<file path="src/rtl/prog_clk_divider_pkg.sv">
// Shared definitions for the programmable clock divider.
//   DIV_W           default width of the period/high counters and config fields
//   DIV_DEF_PERIOD  default period after reset
//   clamp_cfg()     legalises a requested (period, high) pair and flags any change
package div_pkg;

    localparam int DIV_W          = 16;
    localparam int DIV_DEF_PERIOD = 10;

    typedef logic [DIV_W-1:0] cfg_word_t;

    typedef struct packed {
        cfg_word_t period;
        cfg_word_t high;
        logic      err;
    } clamp_t;

    // Period below 2 cannot produce both a high and a low phase; a high time
    // of zero or one that fills the whole period would stop the clock, so it
    // falls back to half the (already legalised) period.
    function automatic clamp_t clamp_cfg(input cfg_word_t p, input cfg_word_t h);
        clamp_t r;
        r.period = p;
        r.high   = h;
        r.err    = 1'b0;
        if (p < cfg_word_t'(2)) begin
            r.period = cfg_word_t'(2);
            r.err    = 1'b1;
        end
        if ((h == '0) || (h >= r.period)) begin
            r.high = r.period >> 1;
            r.err  = 1'b1;
        end
        return r;
    endfunction

endpackage

</file>
<file path="src/rtl/prog_clk_divider_if.sv">
// Configuration handshake between a config source and the divider.
//   cfg_valid   source offers a new period/high pair
//   cfg_period  requested period P
//   cfg_high    requested high time H
//   cfg_ready   divider shadow is empty and can take a new pair
//   cfg_err     one-cycle pulse: the accepted pair was clamped
// master: config source side, slave: divider side.
interface prog_clk_divider_if
    import div_pkg::*;
#(
    parameter int W = DIV_W
);
    logic         cfg_valid;
    logic [W-1:0] cfg_period;
    logic [W-1:0] cfg_high;
    logic         cfg_ready;
    logic         cfg_err;

    modport master (
        output cfg_valid, cfg_period, cfg_high,
        input  cfg_ready, cfg_err
    );

    modport slave (
        input  cfg_valid, cfg_period, cfg_high,
        output cfg_ready, cfg_err
    );
endinterface

</file>
<file path="src/rtl/prog_clk_divider_cfg_shadow.sv">
// Config shadow for the divider: takes a new period/high pair over the
// handshake, clamps it, holds it until the divider applies it.
//   clk, reset   clock and synchronous active-high reset
//   cfg          handshake (slave side): drives cfg_ready and cfg_err
//   apply_evt    divider is at a point where a pending pair may be applied
//   pend         shadow holds a pair not yet applied
//   sh_period    clamped period held in the shadow
//   sh_high      clamped high time held in the shadow
// W must equal div_pkg::DIV_W, the width the clamp function works at.
module div_cfg_shadow
    import div_pkg::*;
#(
    parameter int W = DIV_W
) (
    input  logic                clk,
    input  logic                reset,
    prog_clk_divider_if.slave   cfg,
    input  logic                apply_evt,
    output logic                pend,
    output logic [W-1:0]        sh_period,
    output logic [W-1:0]        sh_high
);

    logic   accept;
    clamp_t cl;

    // Ready only while empty, so an accept never coincides with an apply:
    // a pair taken on a wrap edge waits for the following wrap.
    assign cfg.cfg_ready = ~pend;
    assign accept        = cfg.cfg_valid & ~pend;

    always_comb begin
        cl = clamp_cfg(cfg.cfg_period, cfg.cfg_high);
    end

    always_ff @(posedge clk) begin
        if (reset) begin
            pend        <= 1'b0;
            cfg.cfg_err <= 1'b0;
        end else begin
            cfg.cfg_err <= accept & cl.err;
            if (accept) begin
                pend <= 1'b1;
            end else if (apply_evt) begin
                pend <= 1'b0;
            end
        end
    end

    // Shadow contents are meaningful only while pend is set.
    always_ff @(posedge clk) begin
        if (accept) begin
            sh_period <= cl.period;
            sh_high   <= cl.high;
        end
    end

endmodule

</file>
<file path="src/rtl/prog_clk_divider.sv">
// Runtime-programmable clock divider with period P and high time H in clk
// cycles. New P/H pairs take effect glitch-free at a period boundary, while
// idle, or on resync.
//   clk     single clock, all logic on posedge
//   reset   synchronous, active-high
//   en      count enable; low freezes counter and out
//   resync  one-cycle request to restart the period at phase 0
//   cfg     config handshake (slave side)
//   out     divided clock, registered
//   tick    one-cycle pulse with each rising period start of out
module prog_clk_divider
    import div_pkg::*;
#(
    parameter int W          = DIV_W,
    parameter int DEF_PERIOD = DIV_DEF_PERIOD
) (
    input  logic              clk,
    input  logic              reset,
    input  logic              en,
    input  logic              resync,
    prog_clk_divider_if.slave cfg,
    output logic              out,
    output logic              tick
);

    localparam logic [W-1:0] DEF_P = W'(DEF_PERIOD);
    localparam logic [W-1:0] DEF_H = W'(DEF_PERIOD >> 1);

    logic [W-1:0] cnt;
    logic [W-1:0] act_period;
    logic [W-1:0] act_high;
    logic [W-1:0] sh_period;
    logic [W-1:0] sh_high;
    logic         pend;
    logic         at_end;
    logic         apply_evt;

    // >= rather than ==: an idle apply can shrink the period below the
    // frozen count, and the counter must still fold back to zero.
    assign at_end    = (cnt >= (act_period - W'(1)));
    assign apply_evt = resync | ~en | at_end;

    div_cfg_shadow #(.W(W)) u_shadow (
        .clk       (clk),
        .reset     (reset),
        .cfg       (cfg),
        .apply_evt (apply_evt),
        .pend      (pend),
        .sh_period (sh_period),
        .sh_high   (sh_high)
    );

    // Counter and output compare run on the active values; a pair applied
    // on this edge shapes the next period.
    always_ff @(posedge clk) begin
        if (reset) begin
            cnt  <= '0;
            out  <= 1'b0;
            tick <= 1'b0;
        end else if (resync) begin
            cnt  <= '0;
            out  <= 1'b0;
            tick <= 1'b0;
        end else if (en) begin
            out  <= (cnt < act_high);
            tick <= (cnt == '0);
            cnt  <= at_end ? '0 : (cnt + W'(1));
        end else begin
            tick <= 1'b0;
        end
    end

    always_ff @(posedge clk) begin
        if (reset) begin
            act_period <= DEF_P;
            act_high   <= DEF_H;
        end else if (pend && apply_evt) begin
            act_period <= sh_period;
            act_high   <= sh_high;
        end
    end

endmodule

</file>
<file path="src/flat_wrapper.sv">
// flat-port wrapper written by rule: the top's interface ports become plain ports
module prog_clk_divider_flat import div_pkg::*;
#(
    parameter int W          = DIV_W,
    parameter int DEF_PERIOD = DIV_DEF_PERIOD
)
  (clk, reset, en, resync, out, tick, cfg_cfg_valid, cfg_cfg_period, cfg_cfg_high, cfg_cfg_ready, cfg_cfg_err);
  prog_clk_divider_if #(.W(W)) cfg_i ();
  input  logic clk;
  input  logic reset;
  input  logic en;
  input  logic resync;
  output logic out;
  output logic tick;
  input wire logic [$bits(cfg_i.cfg_valid)-1:0] cfg_cfg_valid;
  input wire logic [$bits(cfg_i.cfg_period)-1:0] cfg_cfg_period;
  input wire logic [$bits(cfg_i.cfg_high)-1:0] cfg_cfg_high;
  output wire logic [$bits(cfg_i.cfg_ready)-1:0] cfg_cfg_ready;
  output wire logic [$bits(cfg_i.cfg_err)-1:0] cfg_cfg_err;
  assign cfg_i.cfg_valid = cfg_cfg_valid;
  assign cfg_i.cfg_period = cfg_cfg_period;
  assign cfg_i.cfg_high = cfg_cfg_high;
  assign cfg_cfg_ready = cfg_i.cfg_ready;
  assign cfg_cfg_err = cfg_i.cfg_err;
  prog_clk_divider #(.W(W), .DEF_PERIOD(DEF_PERIOD)) u_core (.clk(clk), .reset(reset), .en(en), .resync(resync), .cfg(cfg_i), .out(out), .tick(tick));
endmodule
</file>
<file path="config.mk">
export PLATFORM = sky130hd
export DESIGN_NAME = prog_clk_divider_flat
export DESIGN_NICKNAME = d
export VERILOG_FILES = /design/src/rtl/prog_clk_divider_pkg.sv /design/src/rtl/prog_clk_divider_if.sv /design/src/rtl/prog_clk_divider_cfg_shadow.sv /design/src/rtl/prog_clk_divider.sv /design/src/flat_wrapper.sv
export SDC_FILE = /design/constraint.sdc
export NUM_CORES = 1
export LEC_CHECK = 0
export ABC_AREA = 1
export CAP_MARGIN = 40
export CORE_MARGIN = 4
export CORE_UTILIZATION = 59
export CTS_CLUSTER_SIZE = 16
export DETAILED_ROUTE_END_ITERATION = 7
export PLACE_DENSITY = 0.8
export SKIP_LAST_GASP = 1
export SYNTH_ARGS = -nofsm -noshare
export SYNTH_HDL_FRONTEND = slang
export SYNTH_SLANG_ARGS = --single-unit
</file>
<file path="constraint.sdc">
create_clock -name clk -period 3.86 [get_ports clk]
set_clock_uncertainty 0.2 [all_clocks]
set_input_delay 0.386 -clock clk [delete_from_list [all_inputs] [get_ports clk]]
set_output_delay 0.386 -clock clk [all_outputs]
set_load 0.02 [all_outputs]
</file>
==> results.md <==
* Relative slew slack at 61.0%
* Initial Util at 61.2%
* Cells after synthesis at 668
* Post-Layout Cell Count at 801
* Crit Path Max Fanout at 13
* Yosys top cell area share at 20.5%
* Die height at 101 um
* FP Rows at 33
* Crit path top cell by count: nand2_1
* Max Buffers Root-to-Sink at 2
* Die area at 10200 um2
* Worst slew pin tran at 0.585 ns
* Overall power at 2.01 mW
* Syn. warnings at 0
* Number of antenna violations at the first check in global routing at 0
* MaxCap Viol Count at 0
* Setup TNS at 0 ns
* Leakage Power at 2.62 nW
* CTS tree: yes
* GP Congestion at 0.911
* Final setup violation count at 0
* # port buffers at 40
* Final nets at 778
* Tmin final at 3.39 ns
* DR WL/cell at 12.9 um
* DP HPWL at 7980 um
* Placed cell count at 785
* First-pass GRT wire length at 17700 um
* Htree depth at 3
* Fill cells at 666
* Final hold viol count at 0
* Drt pass-1 iters at 4
* Hold buffers post-CTS at 0
* Clock-pin slew on the worst setup and hold paths at 0.08 ns
* Tcrit/Tclk final at 87.9%
* Via count at 4255
* Root buffer cell: clkbuf_8
* Most common cell after layout, fill and taps aside: nand2_1
* Layout cell share with drive strength beyond 1 at 6.18%
* Slew Limit Fails at 0
* Post-CTS Setup Bufs at 0
* Crit path max-delay family: simple AND/OR/NAND/NOR gates
* Fmax at 295 MHz
* Kind of critical path: reg -> reg
* Met2 Routed Length at 4950 um
* Critical path, cell by cell: inv_1 > ha_1 > nand2_1 > nor2_2 > nand3_1 > nor3_1 > xnor2_1 > ha_1 > nand2_1 > nor4_1 > nand2_1 > nand3_2 > buf_4 > nand2_1 > nand2_1 > nand3_1
* Metal3 WL at 479 um
* Largest net degree at the start of global routing at 65
* Resized cells post-CTS at 0
* Class of the worst hold path: reg -> reg
* Worst setup EP type: register
* Main area contributors after synthesis: dfxtp_1 (20%), edfxtp_1 (19%), ha_1 (12%)
* DRC errors left at 0
* CP max stage delay at 0.32 ns
* Startpoint class of the critical path: register
* Clock Sinks at 84
* CP max stage cell: dfxtp_1
* VDD IR-drop max at 216 uV
* CP Data Required Time at 3.89 ns
* Buf/Inv on CP at 2
* Die width at 101 um
* Commonest non-fill, non-tap cells in the layout: nand2_1 (114), inv_1 (109), nor2_1 (73), a21oi_1 (59), dfxtp_1 (51)
* Gr usage total at 21.4%
* Final core occ at 69.1%
* Synth unique cells at 33
* Via/cell ratio at 5.31
* Num ports at 41
* M1 WL at 4630 um
* Total routed wirelength at 10300 um
* Drt initial violations at 250
* Post-Syn Area at 5080 um2
* Core area at 8300 um2
* Placed Area at 5530 um2
* Post-route design area at 5730 um2
* GR Overflow Total at 0
* Worst hold margin at 0.274 ns
* ANT cells at 0
* Area Growth Syn to Fin at 12.8%
* CTS buffer count at 9
* Vias in the first global route at 4193
* PwrDens at 350 nW/um2
* Pre-CTS WS at 0.386 ns
* Top cell type by total area after synthesis: dfxtp_1
* DR top layer: met4
* Clk_lat worst skew at 0.36 ns
* Register bit count reported by yosys at 84
* Syn_nets at 755
* Critical Path AT at 3.42 ns
* Syn Area/Cell at 7.61 um2
* Sequential area share after synthesis at 39.4%
* Routed Antenna Nets at 0
* Final worst slack at 0.469 ns
* Outcome: complete, no violations
[final timing paths]
kind / from / end / slack (ns) / depth (start not counted)
max: u_core.act_period[0] / u_core.act_period[3] / 0.47 / 16
min: u_core.act_high[0] / u_core.act_high[0] / 0.27 / 2
max reg2reg: u_core.act_period[0] / u_core.act_period[3] / 0.47 / 16
min reg2reg: u_core.act_high[0] / u_core.act_high[0] / 0.27 / 2
[Yosys cell counts]
library cell  number
xnor2_1            6
clkbuf_1          22
nand4_1           11
or2_2              2
a211oi_1           1
nor2_2             4
nor4_1             5
buf_4              4
nand2_1          114
o21ai_0           27
dfxtp_1           52
nor2_1            75
nor3_1             9
a21oi_1           59
inv_2              2
edfxtp_1          32
nand4_4            1
nand3_2            1
xor2_1            11
clkinv_1           1
ha_1              50
o31ai_1            1
a32o_1             1
buf_2              6
buf_1              2
inv_1            109
nand3b_1           2
nor3_2             3
nand3_1           49
nand2_2            1
a21oi_2            1
nand3_4            1
nor2_4             3
[where the power goes]
| group | internal [mW] | switching [mW] |
|---|---|---|
| Clock | 0.305 | 0.331 |
| Sequential | 0.986 | 0.0319 |
| Combinational | 0.146 | 0.206 |
[sequential cells by signal, summed over array words and instances, names as in the netlist]
| register | count |
|---|---|
| u_core.u_shadow.sh_period | 16 |
| u_core.act_high | 16 |
| u_core.u_shadow.cfg.cfg_err | 1 |
| u_core.u_shadow.pend | 1 |
| u_core.tick | 1 |
| u_core.out | 1 |
| u_core.act_period | 16 |
| u_core.u_shadow.sh_high | 16 |
| u_core.cnt | 16 |
[worst reg2reg max path: stages (launching register included)]
cell     delay, ns
dfxtp_1       0.32
inv_1         0.13
ha_1          0.21
nand2_1       0.12
nor2_2        0.24
nand3_1       0.15
nor3_1        0.21
xnor2_1       0.12
ha_1          0.28
nand2_1       0.07
nor4_1        0.32
nand2_1       0.15
nand3_2       0.27
buf_4         0.23
nand2_1       0.11
nand2_1       0.10
nand3_1       0.06
[kinds of logic (layout without fill, tap and decap cells)]
| logic type | count (synthesis) | after routing | share of synthesized area, % |
|---|---|---|---|
| adders and majority gates | 50 | 50 | 12.3 |
| DFF | 84 | 84 | 39.4 |
| and+or+nand+nor | 281 | 281 | 25.0 |
| buffers and inverters | 146 | 174 | 11.2 |
| xor gates and xnor gates | 17 | 17 | 2.93 |
| AOI/OAI and AO/OA | 90 | 90 | 9.13 |
[routing by layer]
| metal | global-route usage (%) | vias to the layer above |
|---|---|---|
| met5 | 0 | - |
| met4 | 7.88 | 0 |
| met2 | 37.6 | 120 |
| met1 | 25.6 | 1914 |
| li1 | - | 2193 |
| met3 | 4.57 | 28 |
[cell type report]
cell class	count	area (um2)	share of cell area, %
repair buffers	46	465	8.12
inverters	112	420	7.33
multi-input cells	438	2510	43.9
flip-flops and latches	84	2000	34.9
well taps	105	131	2.29
clock buffers	10	128	2.23
clock inverters	6	71.3	1.24
Power figures use the tool's default switching activity.
